### src/rtl/noise_pkg.sv
// Shared constants and types for the noise trigger path: sound-latch bit map
// and default LFSR / timing parameters.
package noise_pkg;

  localparam int SND_BIT_EXPLO  = 0;
  localparam int SND_BIT_SHELL  = 1;
  localparam int SND_BIT_MASTER = 5;

  localparam int DIV_RATIO_DEF     = 256;
  localparam int LFSR_WIDTH_DEF    = 17;
  localparam int TAP_A_DEF         = 16;
  localparam int TAP_B_DEF         = 13;
  localparam int ONESHOT_TICKS_DEF = 3000;

  typedef logic [16:0] lfsr_t;

  localparam lfsr_t SEED_DEF = 17'h00001;

endpackage

### src/rtl/noise_lfsr.sv
// Divider, maximal-length LFSR with lock-up guard, and the MSB rising-edge
// strobe that clocks the downstream noise flip-flop.
module noise_lfsr
  import noise_pkg::*;
#(
  parameter int                    DIV_RATIO  = DIV_RATIO_DEF,
  parameter int                    LFSR_WIDTH = LFSR_WIDTH_DEF,
  parameter int                    TAP_A      = TAP_A_DEF,
  parameter int                    TAP_B      = TAP_B_DEF,
  parameter logic [LFSR_WIDTH-1:0] SEED       = LFSR_WIDTH'(SEED_DEF)
) (
  input  logic                  clk,
  input  logic                  reset_n,
  input  logic                  clk_en_i,
  output logic                  noise_clk_en_o,
  output logic [LFSR_WIDTH-1:0] lfsr_state_o
);

  localparam int            DW       = $clog2(DIV_RATIO);
  localparam logic [DW-1:0] DIV_LAST = DW'(DIV_RATIO - 1);

  logic [DW-1:0]         div_q, div_d;
  logic [LFSR_WIDTH-1:0] lfsr_q, lfsr_d;
  logic                  strobe_q, strobe_d;
  logic                  shift_tick;

  assign shift_tick = clk_en_i && (div_q == DIV_LAST);

  always_comb begin
    div_d    = div_q;
    lfsr_d   = lfsr_q;
    strobe_d = 1'b0;
    if (clk_en_i) begin
      div_d = shift_tick ? '0 : div_q + DW'(1);
    end
    if (shift_tick) begin
      // An all-zero register would never leave zero; reload the seed instead.
      if (lfsr_q == '0) begin
        lfsr_d = SEED;
      end else begin
        lfsr_d = {lfsr_q[LFSR_WIDTH-2:0], lfsr_q[TAP_A] ^ lfsr_q[TAP_B]};
      end
      strobe_d = lfsr_d[LFSR_WIDTH-1] & ~lfsr_q[LFSR_WIDTH-1];
    end
  end

  always_ff @(posedge clk or negedge reset_n) begin
    if (!reset_n) begin
      div_q    <= '0;
      lfsr_q   <= SEED;
      strobe_q <= 1'b0;
    end else begin
      div_q    <= div_d;
      lfsr_q   <= lfsr_d;
      strobe_q <= strobe_d;
    end
  end

  assign noise_clk_en_o = strobe_q;
  assign lfsr_state_o   = lfsr_q;

endmodule

### src/rtl/noise_trigger_gen.sv
// Noise path front end: pseudo-random clock-enable strobe plus sound-latch
// decode into a one-shot noise gate and loud/soft select.
module noise_trigger_gen
  import noise_pkg::*;
#(
  parameter int                    DIV_RATIO     = DIV_RATIO_DEF,
  parameter int                    LFSR_WIDTH    = LFSR_WIDTH_DEF,
  parameter int                    TAP_A         = TAP_A_DEF,
  parameter int                    TAP_B         = TAP_B_DEF,
  parameter logic [LFSR_WIDTH-1:0] SEED          = LFSR_WIDTH'(SEED_DEF),
  parameter int                    ONESHOT_TICKS = ONESHOT_TICKS_DEF
) (
  input  logic                  clk,
  input  logic                  reset_n,
  input  logic                  clk_3MHz_en,
  input  logic                  sound_wr,
  input  logic [7:0]            sound_data,
  output logic                  noise_clk_en,
  output logic                  noise_en,
  output logic                  loud_soft,
  output logic [LFSR_WIDTH-1:0] lfsr_state
);

  localparam int            TW         = $clog2(ONESHOT_TICKS + 1);
  localparam logic [TW-1:0] TIMER_LOAD = TW'(ONESHOT_TICKS);

  logic [TW-1:0] timer_q, timer_d;
  logic          noise_en_q, noise_en_d;
  logic          loud_soft_q, loud_soft_d;
  logic          master_en_q, master_en_d;
  logic          unused_sound_bits;

  assign unused_sound_bits = ^{sound_data[7:6], sound_data[4:2]};

  noise_lfsr #(
    .DIV_RATIO  (DIV_RATIO),
    .LFSR_WIDTH (LFSR_WIDTH),
    .TAP_A      (TAP_A),
    .TAP_B      (TAP_B),
    .SEED       (SEED)
  ) u_lfsr (
    .clk            (clk),
    .reset_n        (reset_n),
    .clk_en_i       (clk_3MHz_en),
    .noise_clk_en_o (noise_clk_en),
    .lfsr_state_o   (lfsr_state)
  );

  always_comb begin
    timer_d     = timer_q;
    noise_en_d  = noise_en_q;
    loud_soft_d = loud_soft_q;
    master_en_d = master_en_q;
    if (clk_3MHz_en && (timer_q != '0)) begin
      timer_d = timer_q - TW'(1);
      if (timer_q == TW'(1)) begin
        noise_en_d = 1'b0;
      end
    end
    // A CPU write overrides any decrement in the same cycle.
    if (sound_wr) begin
      master_en_d = sound_data[SND_BIT_MASTER];
      if (!sound_data[SND_BIT_MASTER]) begin
        timer_d    = '0;
        noise_en_d = 1'b0;
      end else if (sound_data[SND_BIT_EXPLO]) begin
        loud_soft_d = 1'b1;
        timer_d     = TIMER_LOAD;
        noise_en_d  = 1'b1;
      end else if (sound_data[SND_BIT_SHELL]) begin
        loud_soft_d = 1'b0;
        timer_d     = TIMER_LOAD;
        noise_en_d  = 1'b1;
      end
    end
  end

  always_ff @(posedge clk or negedge reset_n) begin
    if (!reset_n) begin
      timer_q     <= '0;
      noise_en_q  <= 1'b0;
      loud_soft_q <= 1'b0;
      master_en_q <= 1'b0;
    end else begin
      timer_q     <= timer_d;
      noise_en_q  <= noise_en_d;
      loud_soft_q <= loud_soft_d;
      master_en_q <= master_en_d;
    end
  end

  assign noise_en  = noise_en_q;
  assign loud_soft = loud_soft_q;

endmodule

### config.mk
export PLATFORM = sky130hd
export DESIGN_NAME = noise_trigger_gen
export DESIGN_NICKNAME = d
export VERILOG_FILES = /design/src/rtl/noise_pkg.sv /design/src/rtl/noise_lfsr.sv /design/src/rtl/noise_trigger_gen.sv
export SDC_FILE = /design/constraint.sdc
export NUM_CORES = 1
export LEC_CHECK = 0
export BUFFER_PORTS_ARGS = -buffer_cell sky130_fd_sc_hd__buf_2
export CAP_MARGIN = 20
export CORE_ASPECT_RATIO = 0.9
export CORE_MARGIN = 1
export CORE_UTILIZATION = 45
export CTS_BUF_LIST = sky130_fd_sc_hd__clkbuf_8
export DETAILED_ROUTE_END_ITERATION = 12
export GPL_ROUTABILITY_DRIVEN = 0
export PLACE_DENSITY = 0.66
export SYNTH_ARGS = -nofsm -noshare
export SYNTH_HDL_FRONTEND = slang
export SYNTH_SLANG_ARGS = --single-unit
### constraint.sdc
create_clock -name clk -period 5.49 [get_ports clk]
set_input_delay 0.2745 -clock clk [delete_from_list [all_inputs] [get_ports clk]]
set_output_delay 0.2745 -clock clk [all_outputs]
set_load 0.005 [all_outputs]
# --- Yosys cells after proc, flatten, opt, wreduce, memory -nomap -nowiden ---
# Index checks and enable logic that the tools add are counted.
word_totals:
  register_bits: 40
  output_inout_bits: 20
  word_cells: 36
classes:
  n_addsub: 2
  n_eq_ne: 2
  n_mux: 17
  bitwise: 3
  n_reduce_logical: 6
ops:
  columns: ["cell", "n"]
  rows:
  - ["2-to-1 mux 12 bit", 5]
  - ["2-to-1 mux 17 bit", 2]
  - ["logical NOT 17 bit", 1]
  - ["equality test 12 x 1 -> 1 bit (second input constant)", 1]
  - ["nonzero test 12 bit", 1]
  - ["subtractor 12 x 1 -> 12 bit (second input constant)", 1]
  - ["2-to-1 mux 1 bit", 9]
  - ["adder 8 x 1 -> 8 bit (second input constant)", 1]
  - ["equality test 8 bit (second input constant)", 1]
  - ["2-to-1 mux 8 bit", 1]
  - ["AND reduction 3 bit", 1]
  - ["logical AND 1 bit", 2]
  - ["nonzero test 2 bit", 1]
  - ["bitwise AND 1 bit", 1]
  - ["NOT 1 bit", 1]
  - ["XOR 1 bit", 1]

# --- Depth between registers and ports, before layout ---
depth:
  ltp_word: 7
  mapped_depth: 7
  ltp_nobuf: 6

# --- By module ---
# A second synthesis with hierarchy kept.
hier_totals:
  cells_unflattened: 168
  hier_area_um2: 1939.4
modules_own_cells:
  columns: ["mod", "n_inst", "cells_per_inst", "area_per_inst_um2", "seq_area_each_um2"]
  rows:
  - ["noise_lfsr", 1, 80, 1083.5, 651.9]
  - ["noise_trigger_gen", 1, 88, 855.8, 350.3]

# --- Worst setup path before layout ---
# Ideal clock, no wire load.
synth_timing:
  path_kind: "register -> register"
  startpoint: "register timer_q[0]"
  endpoint: "register timer_q[9]"
  setup_time_ps: 82
  arrival_time_ps: 1800
  required_time_ps: 5408
  slack_ps: 3608
  stages_incl_launch_ff: 8
  cell_sequence: "dfrtp_1 -> inv_1 -> ha_1 -> and2b_2 -> a21bo_2 -> buf_6 -> or4_1 -> a31oi_1"
synth_between:
  elab_chain_len: 7
synth_lines:
  columns: ["element", "line", "rtl"]
  rows:
  - ["start: declaration", "noise_trigger_gen.sv:27", "logic [TW-1:0] timer_q, timer_d;"]
  - ["start signal: assignment", "noise_trigger_gen.sv:85", "timer_q <= timer_d;"]
  - ["parallel branches: the longest is 2 deep, another holds subtractor 12 x 1 -> 12 bit", null, null]
  - ["2-to-1 mux 12 bit (*)", "noise_trigger_gen.sv:54", "if (clk_3MHz_en && (timer_q != '0)) begin"]
  - ["2-to-1 mux 12 bit", "noise_trigger_gen.sv:70", "end else if (sound_data[SND_BIT_SHELL]) begin"]
  - ["2-to-1 mux 12 bit", "noise_trigger_gen.sv:66", "end else if (sound_data[SND_BIT_EXPLO]) begin"]
  - ["2-to-1 mux 12 bit", "noise_trigger_gen.sv:63", "if (!sound_data[SND_BIT_MASTER]) begin"]
  - ["2-to-1 mux 12 bit (*)", "noise_trigger_gen.sv:61", "if (sound_wr) begin"]
  - ["net timer_d[9]", "noise_trigger_gen.sv:27", null]
# Mark *: on every way through the listed nets, which the timed path passes.
# A chain may end at the register's enable or synchronous reset.

# --- Worst setup path after layout ---
layout_timing:
  startpoint: "register u_lfsr.div_q[0]"
  endpoint: "register u_lfsr.lfsr_q[7] (netlist: u_lfsr.lfsr_state_o[7])"
layout_between:
  elab_chain_len: 2
layout_lines:
  columns: ["element", "line", "rtl"]
  rows:
  - ["start: declaration", "noise_lfsr.sv:22", "logic [DW-1:0] div_q, div_d;"]
  - ["start signal: assignment", "noise_lfsr.sv:53", "div_q <= div_d;"]
  - ["equality test 8 bit", "noise_lfsr.sv:27", "assign shift_tick = clk_en_i && (div_q == DIV_LAST);"]
  - ["logical AND 1 bit", "noise_lfsr.sv:27", null]
  - ["end signal: assignment", "noise_lfsr.sv:54", "lfsr_q <= lfsr_d;"]
  - ["end: declaration", "noise_lfsr.sv:23", "logic [LFSR_WIDTH-1:0] lfsr_q, lfsr_d;"]
# No other way between the ends.

==> impl_metrics.py <==
metrics = {
    "setup_path": {
        "cp_top_family": "simple AND/OR/NAND/NOR gates",
        "worstSetupPathType": "flop to flop",
        "critPathCaptureType": "flop",
        "critical_path.slowest_cell": "and3_1",
        "path_cells": "ha_1, nand3_1, nor2_1, and3_1, mux2_2",
        "worstPathRequired_ps": 5660,
        "crit_path_max_fanout": 21,
        "critPathArrivalTime_ps": 2320,
        "crit_buf_inv": 0,
        "cp-start-kind": "flop",
        "max_stage_delay_ps": 730,
    },
    "synthesis": {
        "synthDistinctLibCells": 40,
        "synthCells": 160,
        "syn_nets": 176,
        "ys_top_cells_by_area": "dfrtp_1 52%, mux2_2 11%, ha_1 2.7%",
        "syn-cell-area_um2": 1890,
        "ys_seq_area_share_pct": 53.1,
        "synth_seq_cells": 40,
        "ys_warn_count": 0,
        "postSynthAreaPerCell_um2": 11.8,
        "yosysTopAreaCellShare_pct": 51.7,
        "synth_area_leader_cell": "dfrtp_1",
    },
    "pwr": {
        "peakVddDrop_mv": 0.206,
        "p_leak_nw": 1.03,
        "power.density_nw_per_um2": 332,
    },
    "finish": {
        "final_common_cell": "dfrtp_1",
        "area_growth_pct": 14.7,
        "most-common-layout-cells": "39 x dfrtp_1, 26 x buf_2, 18 x mux2_2",
        "fillers": 341,
        "num_antenna_cells": 0,
        "final_nets": 204,
        "multiInputGateArea_um2": 832,
        "drive_gt1_share_pct": 33.3,
        "ff_latch_area_um2": 1000,
    },
    "global_route": {
        "first_global_vias": 1360,
        "grt_usage_pct": 17.8,
        "grt_max_degree": 41,
        "grt_first_pass_wirelength_um": 6180,
        "antenna_found_initial": 0,
        "grt_overflow": 0,
    },
    "timing": {
        "rsz0062_at_grt": "false",
        "setup_viol": 0,
        "period_minus_slack_ps": 2150,
        "fin_skew_ps": 3.71,
        "worstMarginPinSlew_ps": 863,
        "drv_slew": 0,
        "maxSlewHeadroom_pct": 42.4,
        "setup_slack_ps": 3340,
        "fmax_mhz": 465,
        "finalHoldViolCount": 0,
        "min_period_over_period_pct": 39.2,
        "setup_tns_ps": 0,
    },
    "die": {
        "core-area_um2": 3860,
        "die_w_um": 70.3,
        "die_h_um": 63.4,
        "rows": 21,
        "dieArea_um2": 4460,
        "io_pins": 32,
        "start_util_pct": 48.9,
    },
    "place": {
        "hpwlAfterDp_um": 2420,
        "io_buffers": 26,
        "place_ws_ps": 3350,
    },
    "route": {
        "ant_nets": 0,
        "wl_met2_um": 1700,
        "wl_per_cell_um": 14.8,
        "vias": 1356,
        "drtIter0Drc": 39,
        "routed.top_layer": "met4",
        "viasPerCell": 5.77,
        "drc_errors": 0,
        "met3_wirelength_um": 147,
        "drt_pass1_iterations": 4,
        "routed_wl_um": 3470,
        "drt-met1-wl_um": 1620,
    },
    "clock_tree": {
        "cts-buffers-inserted": 5,
        "h-tree-depth": 2,
        "cts_tree": "built",
        "cts_setup_buffers": 0,
        "cts_resized": 0,
        "cts.path.max_buffers": 2,
        "cts.sinks": 40,
        "clk_pin_slew_ps": 80,
        "clock_tree.root_cell": "clkbuf_8",
        "hold_buffers": 0,
        "insertion_delay_ps": 290,
    },
    "hold_path": {
        "hold_class": "input pin to asynchronous set/reset pin",
    },
    "outcome": {
        "status": "completed",
    },
    "flow_run": {
        "drv_cap": 0,
    },
}
-- metal layers --
layer / track usage (%) / up-vias
li1: - / 648
met4: 7.75 / 0
met5: 0 / -
met1: 22.1 / 673
met3: 4.96 / 2
met2: 28.8 / 33
-- kinds of logic (layout without fill, tap and decap cells) --
family	after synthesis	in the layout	synth area share (%)
fa+ha+maj	4	4	2.65
flops	40	40	53.1
mux	18	18	10.7
compound gates	31	31	11.1
simple gates	51	51	16.3
buf+inv	9	38	2.78
xor+xnor	7	7	3.25
-- final cells by class --
| class | count | share of cell area, % |
|---|---|---|
| sequential | 40 | 46.3 |
| multi-input combinational | 111 | 38.5 |
| timing repair buffer | 26 | 6.02 |
| clock buffer | 7 | 4.45 |
| tap | 46 | 2.66 |
| clock inverter | 1 | 1.39 |
| inverter | 4 | 0.694 |
-- cell usage after synthesis --
| library cell | n |
|---|---|
| a21oi_1 | 6 |
| buf_2 | 3 |
| or3_4 | 1 |
| a21bo_2 | 1 |
| a41oi_1 | 1 |
| a311o_1 | 1 |
| nor4b_1 | 1 |
| o21a_1 | 1 |
| o41ai_1 | 2 |
| inv_1 | 4 |
| xnor2_1 | 5 |
| o31ai_1 | 6 |
| o21ai_2 | 1 |
| nor4_1 | 4 |
| and4_1 | 1 |
| buf_6 | 2 |
| and3b_1 | 1 |
| or4_1 | 5 |
| nor2_1 | 9 |
| a21o_1 | 1 |
| and3_1 | 1 |
| or2_2 | 2 |
| nand4_1 | 4 |
| nor3b_2 | 1 |
| a31oi_1 | 6 |
| or3_1 | 1 |
| xor2_1 | 2 |
| nand3_1 | 4 |
| dfrtp_1 | 39 |
| o21ai_0 | 4 |
| mux2_2 | 18 |
| or3_2 | 1 |
| nand2b_1 | 1 |
| nand2_1 | 10 |
| and2b_2 | 2 |
| dfstp_2 | 1 |
| nor3_4 | 1 |
| a211oi_1 | 1 |
| ha_1 | 4 |
| or2_1 | 1 |
-- sequential cells by signal, indices dropped and copies added (netlist names) --
signal                 count
timer_q                   12
u_lfsr.div_q               8
u_lfsr.noise_clk_en_o      1
loud_soft                  1
noise_en                   1
u_lfsr.lfsr_state_o       17
-- power breakdown --
part	internal, W	switching (W)	total (W)
sequential	0.000327	0.0000344	0.000362
clock	0.000160	0.0000996	0.000260
combinational	0.0000447	0.0000526	0.0000973
-- path summary, 6_finish.rpt --
kind | start | endpoint | slack [ps] | cells past startpoint
max | u_lfsr.div_q[0] | u_lfsr.lfsr_state_o[7] | 3340 | 5
min | reset_n | u_lfsr.div_q[4] | 90 | 1
max reg2reg | u_lfsr.div_q[0] | u_lfsr.lfsr_state_o[7] | 3340 | 5
min reg2reg | u_lfsr.div_q[4] | u_lfsr.div_q[4] | 500 | 1
max in group asynchronous | reset_n | noise_en | 4850 | 1
min in group clk | sound_data[5] | loud_soft | 230 | 3
-- through the flow --
step                      util, %  cell area (um^2)  hold slack, ps  std cells  power (W)
after floorplan                 -              1890           -21.1        160   0.000437
after global placement       52.7              2040             431        227   0.000458
after detailed placement     52.7              2040             446        227   0.000465
after CTS                    56.0              2160             127        235   0.000727
after global routing         56.0              2160             166        235   0.000763
final                        56.0              2160            93.1        235   0.000719
(Power assumes the default switching activity.)
